[src/rtl/ttc_chanb_cmd_decoder_if.sv]
// Channel-B command decoder bus: broadcast strobe inputs, fill-type and error
// status outputs, and the optional command-log read port.
interface ttc_chanb_cmd_decoder_if #(
   parameter int CMD_W       = 6,
   parameter int FILL_TYPE_W = 2,
   parameter int CNT_W       = 32
);
   logic [CMD_W-1:0]       chan_b_info;
   logic                   chan_b_valid;
   logic                   evt_count_reset;
   logic                   fill_start;
   logic [CNT_W-1:0]       thres_unknown;
   logic                   err_clr;
   logic [FILL_TYPE_W-1:0] fill_type;
   logic [FILL_TYPE_W-1:0] fill_type_pending;
   logic                   reset_trig_num;
   logic                   reset_trig_timestamp;
   logic [CNT_W-1:0]       unknown_cmd_count;
   logic                   error_unknown;
   logic                   log_rd_en;
   logic [CMD_W:0]         log_dout;
   logic                   log_empty;
   logic                   log_overflow;

   modport master (
      output chan_b_info, chan_b_valid, evt_count_reset, fill_start,
             thres_unknown, err_clr, log_rd_en,
      input  fill_type, fill_type_pending, reset_trig_num, reset_trig_timestamp,
             unknown_cmd_count, error_unknown, log_dout, log_empty, log_overflow
   );

   modport slave (
      input  chan_b_info, chan_b_valid, evt_count_reset, fill_start,
             thres_unknown, err_clr, log_rd_en,
      output fill_type, fill_type_pending, reset_trig_num, reset_trig_timestamp,
             unknown_cmd_count, error_unknown, log_dout, log_empty, log_overflow
   );
endinterface

[src/rtl/ttc_chanb_cmd_decoder.sv]
// TTC channel-B broadcast command decoder.
// Decodes fill-type and timestamp-reset commands, pulses the trigger-number
// reset, counts unrecognised commands against a threshold, and (when the
// TTC_CHANB_LOG_EN macro is defined) keeps a first-word-fall-through log of
// every strobed command. Without TTC_CHANB_LOG_EN the log port reads as an
// always-empty, never-overflowing FIFO.
module ttc_chanb_cmd_decoder #(
   parameter int CMD_W       = 6,
   parameter int FILL_TYPE_W = 2,
   parameter int CNT_W       = 32,
   parameter int DEFER_FILL  = 1,
   parameter int LOG_DEPTH   = 16
) (
   input logic                   clk,
   input logic                   reset,
   ttc_chanb_cmd_decoder_if.slave bus
);

   localparam logic [FILL_TYPE_W-1:0] FILL_MUON = {{(FILL_TYPE_W-1){1'b0}}, 1'b1};
   localparam logic [CNT_W-1:0]       CNT_MAX   = '1;
   localparam logic [CNT_W-1:0]       CNT_ONE   = {{(CNT_W-1){1'b0}}, 1'b1};

   logic [2:0]             cmd_class;
   logic [FILL_TYPE_W-1:0] fill_field;
   logic                   is_ts_cmd;
   logic                   is_fill_cmd;
   logic                   is_unknown;

   logic [FILL_TYPE_W-1:0] fill_type_q, fill_type_d;
   logic [FILL_TYPE_W-1:0] fill_type_pending_q, fill_type_pending_d;
   logic                   reset_trig_num_q, reset_trig_num_d;
   logic                   reset_trig_timestamp_q, reset_trig_timestamp_d;
   logic [CNT_W-1:0]       unknown_cmd_count_q, unknown_cmd_count_d;
   logic                   error_unknown_q, error_unknown_d;

   // Not every input bit is consumed in every build (fill_start with immediate
   // fill, log_rd_en without the log, low info bits).
   logic unused_inputs;
   assign unused_inputs = ^{bus.fill_start, bus.log_rd_en, bus.chan_b_info};

   // Classify the strobed command: timestamp reset, fill-type change, or unknown.
   always_comb begin
      cmd_class   = bus.chan_b_info[CMD_W-1 -: 3];
      fill_field  = bus.chan_b_info[CMD_W-2 -: FILL_TYPE_W];
      is_ts_cmd   = bus.chan_b_valid && (cmd_class == 3'b001) && bus.chan_b_info[1];
      is_fill_cmd = bus.chan_b_valid && bus.chan_b_info[CMD_W-1] &&
                    !bus.chan_b_info[1] && (fill_field != '0);
      is_unknown  = bus.chan_b_valid && !is_fill_cmd && !is_ts_cmd;
   end

   // Trigger-reset pulses are one cycle long, registered straight from the strobe.
   always_comb begin
      reset_trig_num_d       = bus.chan_b_valid && bus.evt_count_reset;
      reset_trig_timestamp_d = is_ts_cmd;
   end

   // Stage the new fill type; the active type follows either at the next fill
   // boundary (deferred) or together with the staged value (immediate).
   always_comb begin
      fill_type_pending_d = fill_type_pending_q;
      fill_type_d         = fill_type_q;
      if (is_fill_cmd) begin
         fill_type_pending_d = fill_field;
      end
      if (DEFER_FILL != 0) begin
         // The old staged value moves up even if a new one arrives this cycle.
         if (bus.fill_start) begin
            fill_type_d = fill_type_pending_q;
         end
      end else if (is_fill_cmd) begin
         fill_type_d = fill_field;
      end
   end

   // Saturating unknown-command counter; a clear beats a same-cycle increment.
   always_comb begin
      unknown_cmd_count_d = unknown_cmd_count_q;
      if (bus.err_clr) begin
         unknown_cmd_count_d = '0;
      end else if (is_unknown && (unknown_cmd_count_q != CNT_MAX)) begin
         unknown_cmd_count_d = unknown_cmd_count_q + CNT_ONE;
      end
   end

   // Error flag trails the registered count by one cycle.
   always_comb begin
      error_unknown_d = unknown_cmd_count_q > bus.thres_unknown;
   end

   // Decoder state registers.
   always_ff @(posedge clk) begin
      if (reset) begin
         fill_type_q            <= FILL_MUON;
         fill_type_pending_q    <= FILL_MUON;
         reset_trig_num_q       <= 1'b0;
         reset_trig_timestamp_q <= 1'b0;
         unknown_cmd_count_q    <= '0;
         error_unknown_q        <= 1'b0;
      end else begin
         fill_type_q            <= fill_type_d;
         fill_type_pending_q    <= fill_type_pending_d;
         reset_trig_num_q       <= reset_trig_num_d;
         reset_trig_timestamp_q <= reset_trig_timestamp_d;
         unknown_cmd_count_q    <= unknown_cmd_count_d;
         error_unknown_q        <= error_unknown_d;
      end
   end

   assign bus.fill_type            = fill_type_q;
   assign bus.fill_type_pending    = fill_type_pending_q;
   assign bus.reset_trig_num       = reset_trig_num_q;
   assign bus.reset_trig_timestamp = reset_trig_timestamp_q;
   assign bus.unknown_cmd_count    = unknown_cmd_count_q;
   assign bus.error_unknown        = error_unknown_q;

`ifdef TTC_CHANB_LOG_EN
   localparam int AW = (LOG_DEPTH > 1) ? $clog2(LOG_DEPTH) : 1;
   localparam logic [AW:0] PTR_ONE = {{AW{1'b0}}, 1'b1};

   // Pointers carry one wrap bit so full and empty are distinguishable.
   logic [CMD_W:0] log_mem_q [LOG_DEPTH];
   logic [AW:0]    wr_ptr_q, wr_ptr_d;
   logic [AW:0]    rd_ptr_q, rd_ptr_d;
   logic           log_overflow_q, log_overflow_d;
   logic           log_empty;
   logic           log_full;
   logic           log_push;
   logic           log_pop;

   // Push every strobe; a full log still accepts if a pop frees a slot this cycle.
   always_comb begin
      log_empty      = (wr_ptr_q == rd_ptr_q);
      log_full       = (wr_ptr_q[AW-1:0] == rd_ptr_q[AW-1:0]) &&
                       (wr_ptr_q[AW] != rd_ptr_q[AW]);
      log_pop        = bus.log_rd_en && !log_empty;
      log_push       = bus.chan_b_valid && (!log_full || log_pop);
      wr_ptr_d       = wr_ptr_q;
      rd_ptr_d       = rd_ptr_q;
      log_overflow_d = log_overflow_q;
      if (log_push) begin
         wr_ptr_d = wr_ptr_q + PTR_ONE;
      end
      if (log_pop) begin
         rd_ptr_d = rd_ptr_q + PTR_ONE;
      end
      if (bus.chan_b_valid && log_full && !log_pop) begin
         log_overflow_d = 1'b1;
      end
   end

   // Log pointers and sticky overflow flag.
   always_ff @(posedge clk) begin
      if (reset) begin
         wr_ptr_q       <= '0;
         rd_ptr_q       <= '0;
         log_overflow_q <= 1'b0;
      end else begin
         wr_ptr_q       <= wr_ptr_d;
         rd_ptr_q       <= rd_ptr_d;
         log_overflow_q <= log_overflow_d;
      end
   end

   // Log storage; contents need no reset because the pointers define validity.
   always_ff @(posedge clk) begin
      if (!reset && log_push) begin
         log_mem_q[wr_ptr_q[AW-1:0]] <= {bus.evt_count_reset, bus.chan_b_info};
      end
   end

   assign bus.log_dout     = log_mem_q[rd_ptr_q[AW-1:0]];
   assign bus.log_empty    = log_empty;
   assign bus.log_overflow = log_overflow_q;
`else
   assign bus.log_dout     = '0;
   assign bus.log_empty    = 1'b1;
   assign bus.log_overflow = 1'b0;
`endif

endmodule

[src/flat_wrapper.sv]
// flat-port wrapper written by rule: the top's interface ports become plain ports
module ttc_chanb_cmd_decoder_flat 
#(
   parameter int CMD_W       = 6,
   parameter int FILL_TYPE_W = 2,
   parameter int CNT_W       = 32,
   parameter int DEFER_FILL  = 1,
   parameter int LOG_DEPTH   = 16
)
  (clk, reset, bus_chan_b_info, bus_chan_b_valid, bus_evt_count_reset, bus_fill_start, bus_thres_unknown, bus_err_clr, bus_log_rd_en, bus_fill_type, bus_fill_type_pending, bus_reset_trig_num, bus_reset_trig_timestamp, bus_unknown_cmd_count, bus_error_unknown, bus_log_dout, bus_log_empty, bus_log_overflow);
  ttc_chanb_cmd_decoder_if #(.CMD_W(CMD_W), .FILL_TYPE_W(FILL_TYPE_W), .CNT_W(CNT_W)) bus_i ();
  input logic clk;
  input logic reset;
  input wire logic [$bits(bus_i.chan_b_info)-1:0] bus_chan_b_info;
  input wire logic [$bits(bus_i.chan_b_valid)-1:0] bus_chan_b_valid;
  input wire logic [$bits(bus_i.evt_count_reset)-1:0] bus_evt_count_reset;
  input wire logic [$bits(bus_i.fill_start)-1:0] bus_fill_start;
  input wire logic [$bits(bus_i.thres_unknown)-1:0] bus_thres_unknown;
  input wire logic [$bits(bus_i.err_clr)-1:0] bus_err_clr;
  input wire logic [$bits(bus_i.log_rd_en)-1:0] bus_log_rd_en;
  output wire logic [$bits(bus_i.fill_type)-1:0] bus_fill_type;
  output wire logic [$bits(bus_i.fill_type_pending)-1:0] bus_fill_type_pending;
  output wire logic [$bits(bus_i.reset_trig_num)-1:0] bus_reset_trig_num;
  output wire logic [$bits(bus_i.reset_trig_timestamp)-1:0] bus_reset_trig_timestamp;
  output wire logic [$bits(bus_i.unknown_cmd_count)-1:0] bus_unknown_cmd_count;
  output wire logic [$bits(bus_i.error_unknown)-1:0] bus_error_unknown;
  output wire logic [$bits(bus_i.log_dout)-1:0] bus_log_dout;
  output wire logic [$bits(bus_i.log_empty)-1:0] bus_log_empty;
  output wire logic [$bits(bus_i.log_overflow)-1:0] bus_log_overflow;
  assign bus_i.chan_b_info = bus_chan_b_info;
  assign bus_i.chan_b_valid = bus_chan_b_valid;
  assign bus_i.evt_count_reset = bus_evt_count_reset;
  assign bus_i.fill_start = bus_fill_start;
  assign bus_i.thres_unknown = bus_thres_unknown;
  assign bus_i.err_clr = bus_err_clr;
  assign bus_i.log_rd_en = bus_log_rd_en;
  assign bus_fill_type = bus_i.fill_type;
  assign bus_fill_type_pending = bus_i.fill_type_pending;
  assign bus_reset_trig_num = bus_i.reset_trig_num;
  assign bus_reset_trig_timestamp = bus_i.reset_trig_timestamp;
  assign bus_unknown_cmd_count = bus_i.unknown_cmd_count;
  assign bus_error_unknown = bus_i.error_unknown;
  assign bus_log_dout = bus_i.log_dout;
  assign bus_log_empty = bus_i.log_empty;
  assign bus_log_overflow = bus_i.log_overflow;
  ttc_chanb_cmd_decoder #(.CMD_W(CMD_W), .FILL_TYPE_W(FILL_TYPE_W), .CNT_W(CNT_W), .DEFER_FILL(DEFER_FILL), .LOG_DEPTH(LOG_DEPTH)) u_core (.clk(clk), .reset(reset), .bus(bus_i));
endmodule
[config.mk]
export PLATFORM = sky130hd
export DESIGN_NAME = ttc_chanb_cmd_decoder_flat
export DESIGN_NICKNAME = d
export VERILOG_FILES = /design/src/rtl/ttc_chanb_cmd_decoder_if.sv /design/src/rtl/ttc_chanb_cmd_decoder.sv /design/src/flat_wrapper.sv
export SDC_FILE = /design/constraint.sdc
export NUM_CORES = 1
export LEC_CHECK = 0
export CAP_MARGIN = 0
export CORE_MARGIN = 2
export CORE_UTILIZATION = 47
export CTS_BUF_LIST = sky130_fd_sc_hd__clkbuf_2 sky130_fd_sc_hd__clkbuf_4 sky130_fd_sc_hd__clkbuf_8
export DETAILED_ROUTE_END_ITERATION = 10
export GPL_TIMING_DRIVEN = 0
export PLACE_DENSITY = 0.93
export SLEW_MARGIN = 30
export SYNTH_ARGS = -nofsm -noshare
export SYNTH_HDL_FRONTEND = slang
export SYNTH_SLANG_ARGS = --single-unit
[constraint.sdc]
create_clock -name clk -period 2.6 [get_ports clk]
set_input_delay 0.39 -clock clk [delete_from_list [all_inputs] [get_ports clk]]
set_output_delay 0.39 -clock clk [all_outputs]
set_load 0.05 [all_outputs]
==> results of run 1 <==
cells by family after synthesis:
| family | after synthesis | share of synthesized area (%) |
|---|---|---|
| buffers and inverters | 57 | 9.253 |
| xor gates and xnor gates | 2 | 0.6382 |
| adders and majority gates | 33 | 15.04 |
| and+or+nand+nor | 121 | 25.98 |
| other | 2 | 0.2736 |
| muxes | 2 | 0.7293 |
| DFF | 39 | 28.44 |
| AOI/OAI and AO/OA | 87 | 19.64 |
through the flow:
stage | area (um2) | TNS [ps] | total power, mW | util (%)
3_5_place_dp | 3660 | -4360 | 0.8330 | 65.66
5_1_grt | 3829 | -20.74 | 1.401 | 68.69
6_report | 3829 | 0 | 1.359 | 68.69
2_1_floorplan | 2779 | 0 | 0.7379 | -
3_3_place_gp | 3660 | -1833 | 0.8244 | 65.66
4_1_cts | 3807 | 0 | 1.357 | 68.31
what timing repair did:
item	in CTS	in global routing
buffers inserted	2	0
resized for setup	3	6
pin swaps	2	0
setup endpoints to repair	15	17
per-layer routing:
metal	GRT usage, %	vias up	routed length (um)
met5	0	-	0
met3	4.157	16	510
met1	26.66	1403	3185
met4	9.661	0	133
met2	42.92	114	4055
li1	-	1453	-
cell usage in the layout (no fill, tap or decap), drive strengths merged, types with 6 or more instances in the layout:
cell type,n
a21oi,40
and4,6
buf,13
clkbuf,17
clkdlybuf4s50,79
conb,9
dfxtp,39
ha,33
inv,35
nand2,23
nand3,16
nand4,17
nor2,12
o21ai,13
o31ai,15
or3,13
or4,16
how the worst max path moves through the flow:
stage	endpoint	slack, ps	cells past startpoint
3_3_place_gp	u_core.bus.unknown_cmd_count[3]$_SDFFE_PP0P_	-200	9
2_1_floorplan	u_core.bus.unknown_cmd_count[30]$_SDFFE_PP0P_	20	6
6_report	u_core.bus.unknown_cmd_count[11]$_SDFFE_PP0P_	110	10
3_5_place_dp	u_core.bus.unknown_cmd_count[15]$_SDFFE_PP0P_	-390	9
5_1_grt	u_core.bus.unknown_cmd_count[5]$_SDFFE_PP0P_	-10	10
4_1_cts	u_core.bus.unknown_cmd_count[11]$_SDFFE_PP0P_	120	10
report_power, final:
group          leakage [nW]  internal (mW)  switching (mW)
registers             0.318          0.601         0.00378
clock network        0.0612          0.311           0.220
logic                  1.18          0.103           0.120
state kept, by name, indices dropped and copies added (netlist names):
| signal | cells |
|---|---|
| u_core.bus.unknown_cmd_count | 32 |
| u_core.bus.fill_type | 2 |
| u_core.bus.fill_type_pending | 2 |
| u_core.bus.error_unknown | 1 |
| u_core.bus.reset_trig_num | 1 |
| u_core.bus.reset_trig_timestamp | 1 |
area by class of cell:
type                            count  area share [%]
Multi-Input combinational cell    254           46.18
Timing Repair Buffer               81           21.05
Sequential cell                    39           20.59
Inverter                           35           3.431
Buffer                             22           3.333
Tap cell                           72           2.353
Clock buffer                        6           2.157
Clock inverter                      2          0.9150
worst min-delay path, stage by stage (launching register included):
cell and delay [ps]:
dfxtp_1 330, nand2_1 60, a21oi_1 50
==> metrics.txt, run 1 <==
status=finished clean; clock skew=8.852 ps; setup violators final=0; placed cell count=501; GPL Wtd Cong=0.8291; initial core utilization=49.25%; Avg WL per Cell=15.43 um; hpwl dp=5.907 mm; hold-critical path endpoint=u_core.bus.fill_type_pending[1]$_SDFFE_PP0P_; Power Dens Cells=354.8 mW/mm2; Post-synth EDFFs=0; Max Freq=0.4012 GHz; Critical R2R Launch=u_core.bus.unknown_cmd_count[0]$_SDFFE_PP0P_; WL final=7.885 mm; Max-cap violations=0; crit path kind=flop to flop; number of I/O port buffers=79; Antenna diodes=0; crit path DAT=2710 ps; warnings from Yosys=0; Post-CTS Hold Buffers=0; Worst Path Max Fanout=10; initial antenna violation count=0; final hold violation count=0; Gate Count Post-Synth=343; R2R Path End=u_core.bus.unknown_cmd_count[11]$_SDFFE_PP0P_; DR iter-0 viols=211; via count=2986; Hold Crit Depth=2; via/cell ratio=5.843; fin crit period=2492 ps; CP Launch Type=flop; Root Buffer=clkbuf_8; register area=788.3 um2; CP delay by family, top=buffers and inverters; CTS tree=done; Max transition margin=66.20%; global-route wire length before repair=12.03 mm; Setup crit start=u_core.bus.unknown_cmd_count[0]$_SDFFE_PP0P_; Fill cells=446; leakage=1.558 nW; filler-free cell count of the finished design=511; Final nets=516; largest area contributor in the netlist=dfxtp_1; row count=27; Crit. End Element=flop; IO Pins=93; CTS HTree Levels=2; Synth top area share=28.44%; Hold WC Path Type=flop to flop; CP most frequent cell=buf_4; post-synthesis cell type count=48; Critical path buffers and inverters=4; post-route ant nets=0; clk sinks=39; core area=0.005574 mm2; Slew Limit Fails=0; flops & latches, synth=39; Chip Height=80.43 um; final worst-path cycle share=95.86%; syn_area_per_cell=8.003 um2; largest net degree at the start of global routing=13; peak supply drop=206.0 uV; top cells by count, synth=a21oi_1, dfxtp_1, inv_1; transition time of the tightest slew-check pin=505.5 ps; hold_sp=u_core.bus.fill_type_pending[1]$_SDFFE_PP0P_; slowest library cell on the worst path=dfxtp_2; synth top area cells=dfxtp_1, ha_1, a21oi_1; 1st-pass router iterations=4; share of cells above drive strength 1=9.567%; Place WS=-394.8 ps; gr usage total=23.49%; die width=80.43 um; commonest register cell after synthesis=dfxtp_1; multi-input logic area=0.001768 mm2; Clk pin slew, worst setup/hold paths=80 ps; CP required=2820 ps; async set-reset flop share out of synthesis=0%; CP max stage delay=420 ps; post-synthesis cell area=0.002745 mm2; drc violations=0; clock latency on the worst-skew pair=300 ps; r2r worst-path depth=10; flop2flop setup slack=110 ps; Final WS setup=107.6 ps; Cell Chain, Critical Path=ha_2 -> and4_1 -> clkbuf_2 -> nand4_1 -> buf_4 -> o31ai_4 -> clkbuf_4 -> buf_4 -> o31ai_1 -> a21oi_1; die area=0.006468 mm2; total grt overflow=0; Synth-to-Final Area Change=39.47%; CTS max path bufs=2; register area share after synthesis=28.44%; Num CTS Buffers=5; Post-Route Hold Slack=488.5 ps; count leader, synth=a21oi_1; vias in the first global route=2696
Note: power is estimated with default switching activity, not from simulation.
==> run 2: changes to the inputs <==
==> constraint.sdc (replaced) <==
create_clock -name clk -period 2.79 [get_ports clk]
set_input_delay 0.4185 -clock clk [delete_from_list [all_inputs] [get_ports clk]]
set_output_delay 0.4185 -clock clk [all_outputs]
set_load 0.05 [all_outputs]
==> metrics.txt, run 2 (same netlist as run 1, synthesis figures left out) <==
status=finished clean; fin crit period=2637 ps; RSZ-0062 raised after global routing=no; Max Freq=0.3792 GHz; IO Pins=93; Final WS setup=153.2 ps; Cell Chain, Critical Path=ha_1 -> and4_2 -> nand4_1 -> or4b_1 -> buf_2 -> or3_1 -> a21oi_1; Pint=0.8263 mW; CTS tree=done; Comb pwr share=17.8%; Post-CTS Hold Buffers=0; 1st-pass router iterations=6; initial antenna violation count=0; switching power total=0.3164 mW; Root Buffer=clkbuf_8; crit path kind=flop to flop; Max transition margin=64.48%; core area=0.005574 mm2; filler-free cell count of the finished design=511; CP Launch Type=flop; row count=27; drc violations=0; gr usage total=24.14%; total grt overflow=0; clock latency on the worst-skew pair=300 ps; Num CTS Buffers=5; final hold violation count=0; Worst Path Max Fanout=7; CTS HTree Levels=2; final worst-path cycle share=94.51%; placed cell count=501; initial core utilization=49.25%; clk sinks=39; CP max stage delay=530 ps; GPL Wtd Cong=0.8419; number of I/O port buffers=79; DR iter-0 viols=365; vias in the first global route=2790; commonest non-fill, non-tap cells in the layout=clkdlybuf4s50_1, a21oi_1, dfxtp_1; Finished Core Util=67.63%; via/cell ratio=5.935; Synth-to-Final Area Change=37.33%; post-route ant nets=0; Largest register FFs=32; Chip Height=80.43 um; setup violators final=0; crit path DAT=2860 ps; hpwl dp=5.916 mm; switching share of power=27.69%; Avg WL per Cell=15.01 um; Fill cells=467; Antenna diodes=0; die width=80.43 um; clock skew=11.21 ps; largest net degree at the start of global routing=13; Clock power frac=32.9%; Power Dens Cells=303.1 mW/mm2; CP required=3020 ps; Crit. End Element=flop; WL final=7.671 mm; flop2flop setup slack=150 ps; Slew Limit Fails=0; Clk pin slew, worst setup/hold paths=80 ps; peak supply drop=369.1 uV; global-route wire length before repair=12.50 mm; CTS max path bufs=2; slowest library cell on the worst path=or4b_1; Final nets=516; most common cell after layout, fill and taps aside=clkdlybuf4s50_1; Flop pwr share=49.3%; Max-cap violations=0; die area=0.006468 mm2; via count=3033; Hold WC Path Type=flop to flop; Place WS=-311.7 ps; share of cells above drive strength 1=7.745%; leakage=1.534 nW; transition time of the tightest slew-check pin=531.2 ps
[run 2: cell types whose count changed in the layout (fill, tap and decap cells not counted), sizes merged]
| cell | before | now |
|---|---|---|
| clkinv | 1 | 3 |
| clkbuf | 17 | 14 |
| buf | 13 | 15 |
| bufinv | 1 | 0 |
[run 2: worst paths after layout]
check / to / from / cells after the start
worst min register to register: u_core.bus.fill_type_pending[1]$_SDFFE_PP0P_ / u_core.bus.fill_type_pending[1]$_SDFFE_PP0P_ / 2
worst min-delay path: u_core.bus.fill_type_pending[1]$_SDFFE_PP0P_ / u_core.bus.fill_type_pending[1]$_SDFFE_PP0P_ / 2
worst max register to register: u_core.bus.unknown_cmd_count[30]$_SDFFE_PP0P_ / u_core.bus.unknown_cmd_count[0]$_SDFFE_PP0P_ / 7
worst max-delay path: u_core.bus.unknown_cmd_count[30]$_SDFFE_PP0P_ / u_core.bus.unknown_cmd_count[0]$_SDFFE_PP0P_ / 7
[run 2: what timing repair did]
item,CTS,global route
endpoints found under the setup margin,13,20
endpoints found under the hold margin,0,0
gates resized for setup,2,1
buffers inserted,1,2
pin swaps,1,2
[run 2: area by class of cell]
cell class / count / area (um2) / share of cell area, %
Multi-Input combinational cell: 254 / 1752 / 46.47
Timing Repair Buffer: 82 / 813.3 / 21.57
Sequential cell: 39 / 780.7 / 20.71
Inverter: 35 / 131.4 / 3.485
Buffer: 21 / 118.9 / 3.153
Tap cell: 72 / 90.09 / 2.390
Clock buffer: 5 / 68.82 / 1.825
Clock inverter: 3 / 15.01 / 0.3983
[run 2: per-layer routing]
metal  vias up  global-route usage, %  routed length [um]
li1       1447                      -                   -
met1      1384                  29.26                3113
met2       173                  41.25                3737
met3        29                  4.157                 597
met4         0                  11.36                 223
met5         -                      0                   0
[run 2: power by group through the flow]
stage / Sequential, mW / Clock (mW) / Combinational [mW]
after global routing: 0.564 / 0.401 / 0.219
final: 0.563 / 0.376 / 0.203
after floorplan: 0.589 / 0 / 0.0988
after global placement: 0.576 / 0 / 0.192
after CTS: 0.563 / 0.377 / 0.201
after detailed placement: 0.576 / 0 / 0.199
[run 2: critical path: cells and delay by family (launching register included)]
kind | cells | cell delay, ps
adder cells (fa/ha/maj) | 1 | 270
AND/OR/NAND/NOR | 4 | 1500
AO/OA/AOI/OAI | 1 | 160
buffers and inverters | 1 | 170
flip-flops | 1 | 460
[run 2: metrics by stage]
stage	hold WS [ps]	area, um2	power, mW	TNS (ps)
floorplan	536.4	2771	0.6875	0
global placement	465.3	3652	0.7679	-1095
detailed placement	470.4	3652	0.7751	-2690
CTS	480.4	3754	1.141	0
global route	511.1	3770	1.184	0
finish	479.0	3770	1.143	0
==> run 3: changes to the inputs <==
--- a/config.mk
+++ b/config.mk
@@ -11,7 +11,8 @@
 export CTS_BUF_LIST = sky130_fd_sc_hd__clkbuf_2 sky130_fd_sc_hd__clkbuf_4 sky130_fd_sc_hd__clkbuf_8
 export DETAILED_ROUTE_END_ITERATION = 10
 export GPL_TIMING_DRIVEN = 0
-export PLACE_DENSITY = 0.93
+export PLACE_DENSITY = 0.91
+export SETUP_SLACK_MARGIN = 0.1
 export SLEW_MARGIN = 30
 export SYNTH_ARGS = -nofsm -noshare
 export SYNTH_HDL_FRONTEND = slang
==> metrics.txt, run 3 (same netlist as run 1, synthesis figures left out) <==
Power Dens Cells=308.2 mW/mm2; IO Pins=93; Antenna diodes=0; total grt overflow=0; number of I/O port buffers=79; Chip Height=80.43 um; Hold WC Path Type=flop to flop; Place WS=-88.12 ps; Root Buffer=clkbuf_8; CTS HTree Levels=2; final hold violation count=0; clock latency on the worst-skew pair=300 ps; status=finished clean; initial core utilization=49.25%; DR iter-0 viols=221; via/cell ratio=5.924; register area=787.0 um2; CP required=3000 ps; switching power total=0.3142 mW; hold_sp=u_core.bus.fill_type_pending[1]$_SDFFE_PP0P_; final setup TNS=0 ps; post-route ant nets=0; die width=80.43 um; Max-cap violations=0; Num CTS Buffers=5; GPL Wtd Cong=0.8311; multi-input logic area=0.001753 mm2; clk sinks=39; Clk pin slew, worst setup/hold paths=70 ps; initial antenna violation count=0; Avg WL per Cell=15.35 um; CTS max path bufs=2; setup violators final=0; Finished Core Util=67.68%; die area=0.006468 mm2; Slew Limit Fails=0; CP delay by family, top=buffers and inverters; CP max stage delay=420 ps; leakage=1.530 nW; share of cells above drive strength 1=8.219%; CP Launch Type=flop; crit path DAT=2760 ps; Max transition margin=64.67%; Clock power frac=34.3%; Setup crit start=u_core.bus.unknown_cmd_count[1]$_SDFFE_PP0P_; Critical path buffers and inverters=3; Max Freq=0.3925 GHz; clock skew=12.18 ps; Placed Area=0.003656 mm2; hpwl dp=5.855 mm; switching share of power=27.03%; Cell Chain, Critical Path=ha_2 -> and4_1 -> clkbuf_2 -> nand4_1 -> o31ai_4 -> buf_2 -> buf_4 -> o31ai_1 -> a21oi_1; Final WS setup=242.1 ps; peak supply drop=202.5 uV; Largest register FFs=32; drc violations=0; core area=0.005574 mm2; WL final=7.827 mm; slowest library cell on the worst path=o31ai_4; Flop pwr share=48.4%; via count=3021; Crit. End Element=flop; fin crit period=2548 ps; largest net degree at the start of global routing=12; Comb pwr share=17.3%; commonest non-fill, non-tap cells in the layout=clkdlybuf4s50_1, a21oi_1, dfxtp_1; placed cell count=501; filler-free cell count of the finished design=510; gr usage total=23.97%; crit path kind=flop to flop; Fill cells=462; 1st-pass router iterations=5; final worst-path cycle share=91.32%; global-route wire length before repair=12.52 mm; Pint=0.8484 mW; Synth-to-Final Area Change=37.42%; Final nets=515; row count=27; design area=0.003772 mm2; Final Power=1.163 mW; transition time of the tightest slew-check pin=525.2 ps; most common cell after layout, fill and taps aside=clkdlybuf4s50_1; vias in the first global route=2929; CTS tree=done; Worst Path Max Fanout=10; RSZ-0062 raised after global routing=no; Critical R2R Launch=u_core.bus.unknown_cmd_count[1]$_SDFFE_PP0P_; Post-Route Hold Slack=480.3 ps
==> run 3: cell types whose count changed in the layout (fill, tap and decap cells not counted), sizes merged <==
cell	delta
clkbuf	+3
buf	-2
clkinv	-2
==> run 3: layout make-up <==
| class | instances | area share, % |
|---|---|---|
| multi-input cells | 254 | 46.47 |
| repair buffers | 80 | 21.16 |
| flip-flops and latches | 39 | 20.86 |
| inverters | 35 | 3.483 |
| plain buffers | 22 | 3.284 |
| well taps | 72 | 2.388 |
| clock buffers | 7 | 2.222 |
| clock inverters | 1 | 0.1327 |
==> run 3: path summary, 6_finish.rpt <==
kind | slack, ps | to | depth (start not counted)
worst max-delay path | 240 | u_core.bus.unknown_cmd_count[11]$_SDFFE_PP0P_ | 9
worst min-delay path | 480 | u_core.bus.fill_type_pending[1]$_SDFFE_PP0P_ | 2
worst max register to register | 240 | u_core.bus.unknown_cmd_count[11]$_SDFFE_PP0P_ | 9
worst min register to register | 480 | u_core.bus.fill_type_pending[1]$_SDFFE_PP0P_ | 2
==> run 3: power by group through the flow <==
stage / Combinational [mW] / Clock [mW] / Sequential, mW
2_1_floorplan: 0.0988 / 0 / 0.589
3_3_place_gp: 0.192 / 0 / 0.576
3_5_place_dp: 0.198 / 0 / 0.576
4_1_cts: 0.200 / 0.398 / 0.563
5_1_grt: 0.219 / 0.421 / 0.563
6_report: 0.201 / 0.399 / 0.563
==> run 3: tightest hold or removal path, stage by stage (launching register included) <==
cell     delay [ps]
dfxtp_1         330
nand2_1          60
a21oi_1          50
==> run 3: metal layers <==
layer	GRT usage, %	wire length (um)	share of wire [%]
met1	27.25	3132	40
met2	43.00	3901	50
met3	5.056	604	7.7
met4	10.17	188	2.4
met5	0	0	0
==> run 3: repair_timing <==
action	in CTS	in global routing
setup endpoints to repair	12	20
cloned	0	0
hold buffers	0	0
endpoints found under the hold margin	0	0
resized for setup	2	4
setup buffers	0	1
pin swaps	0	1
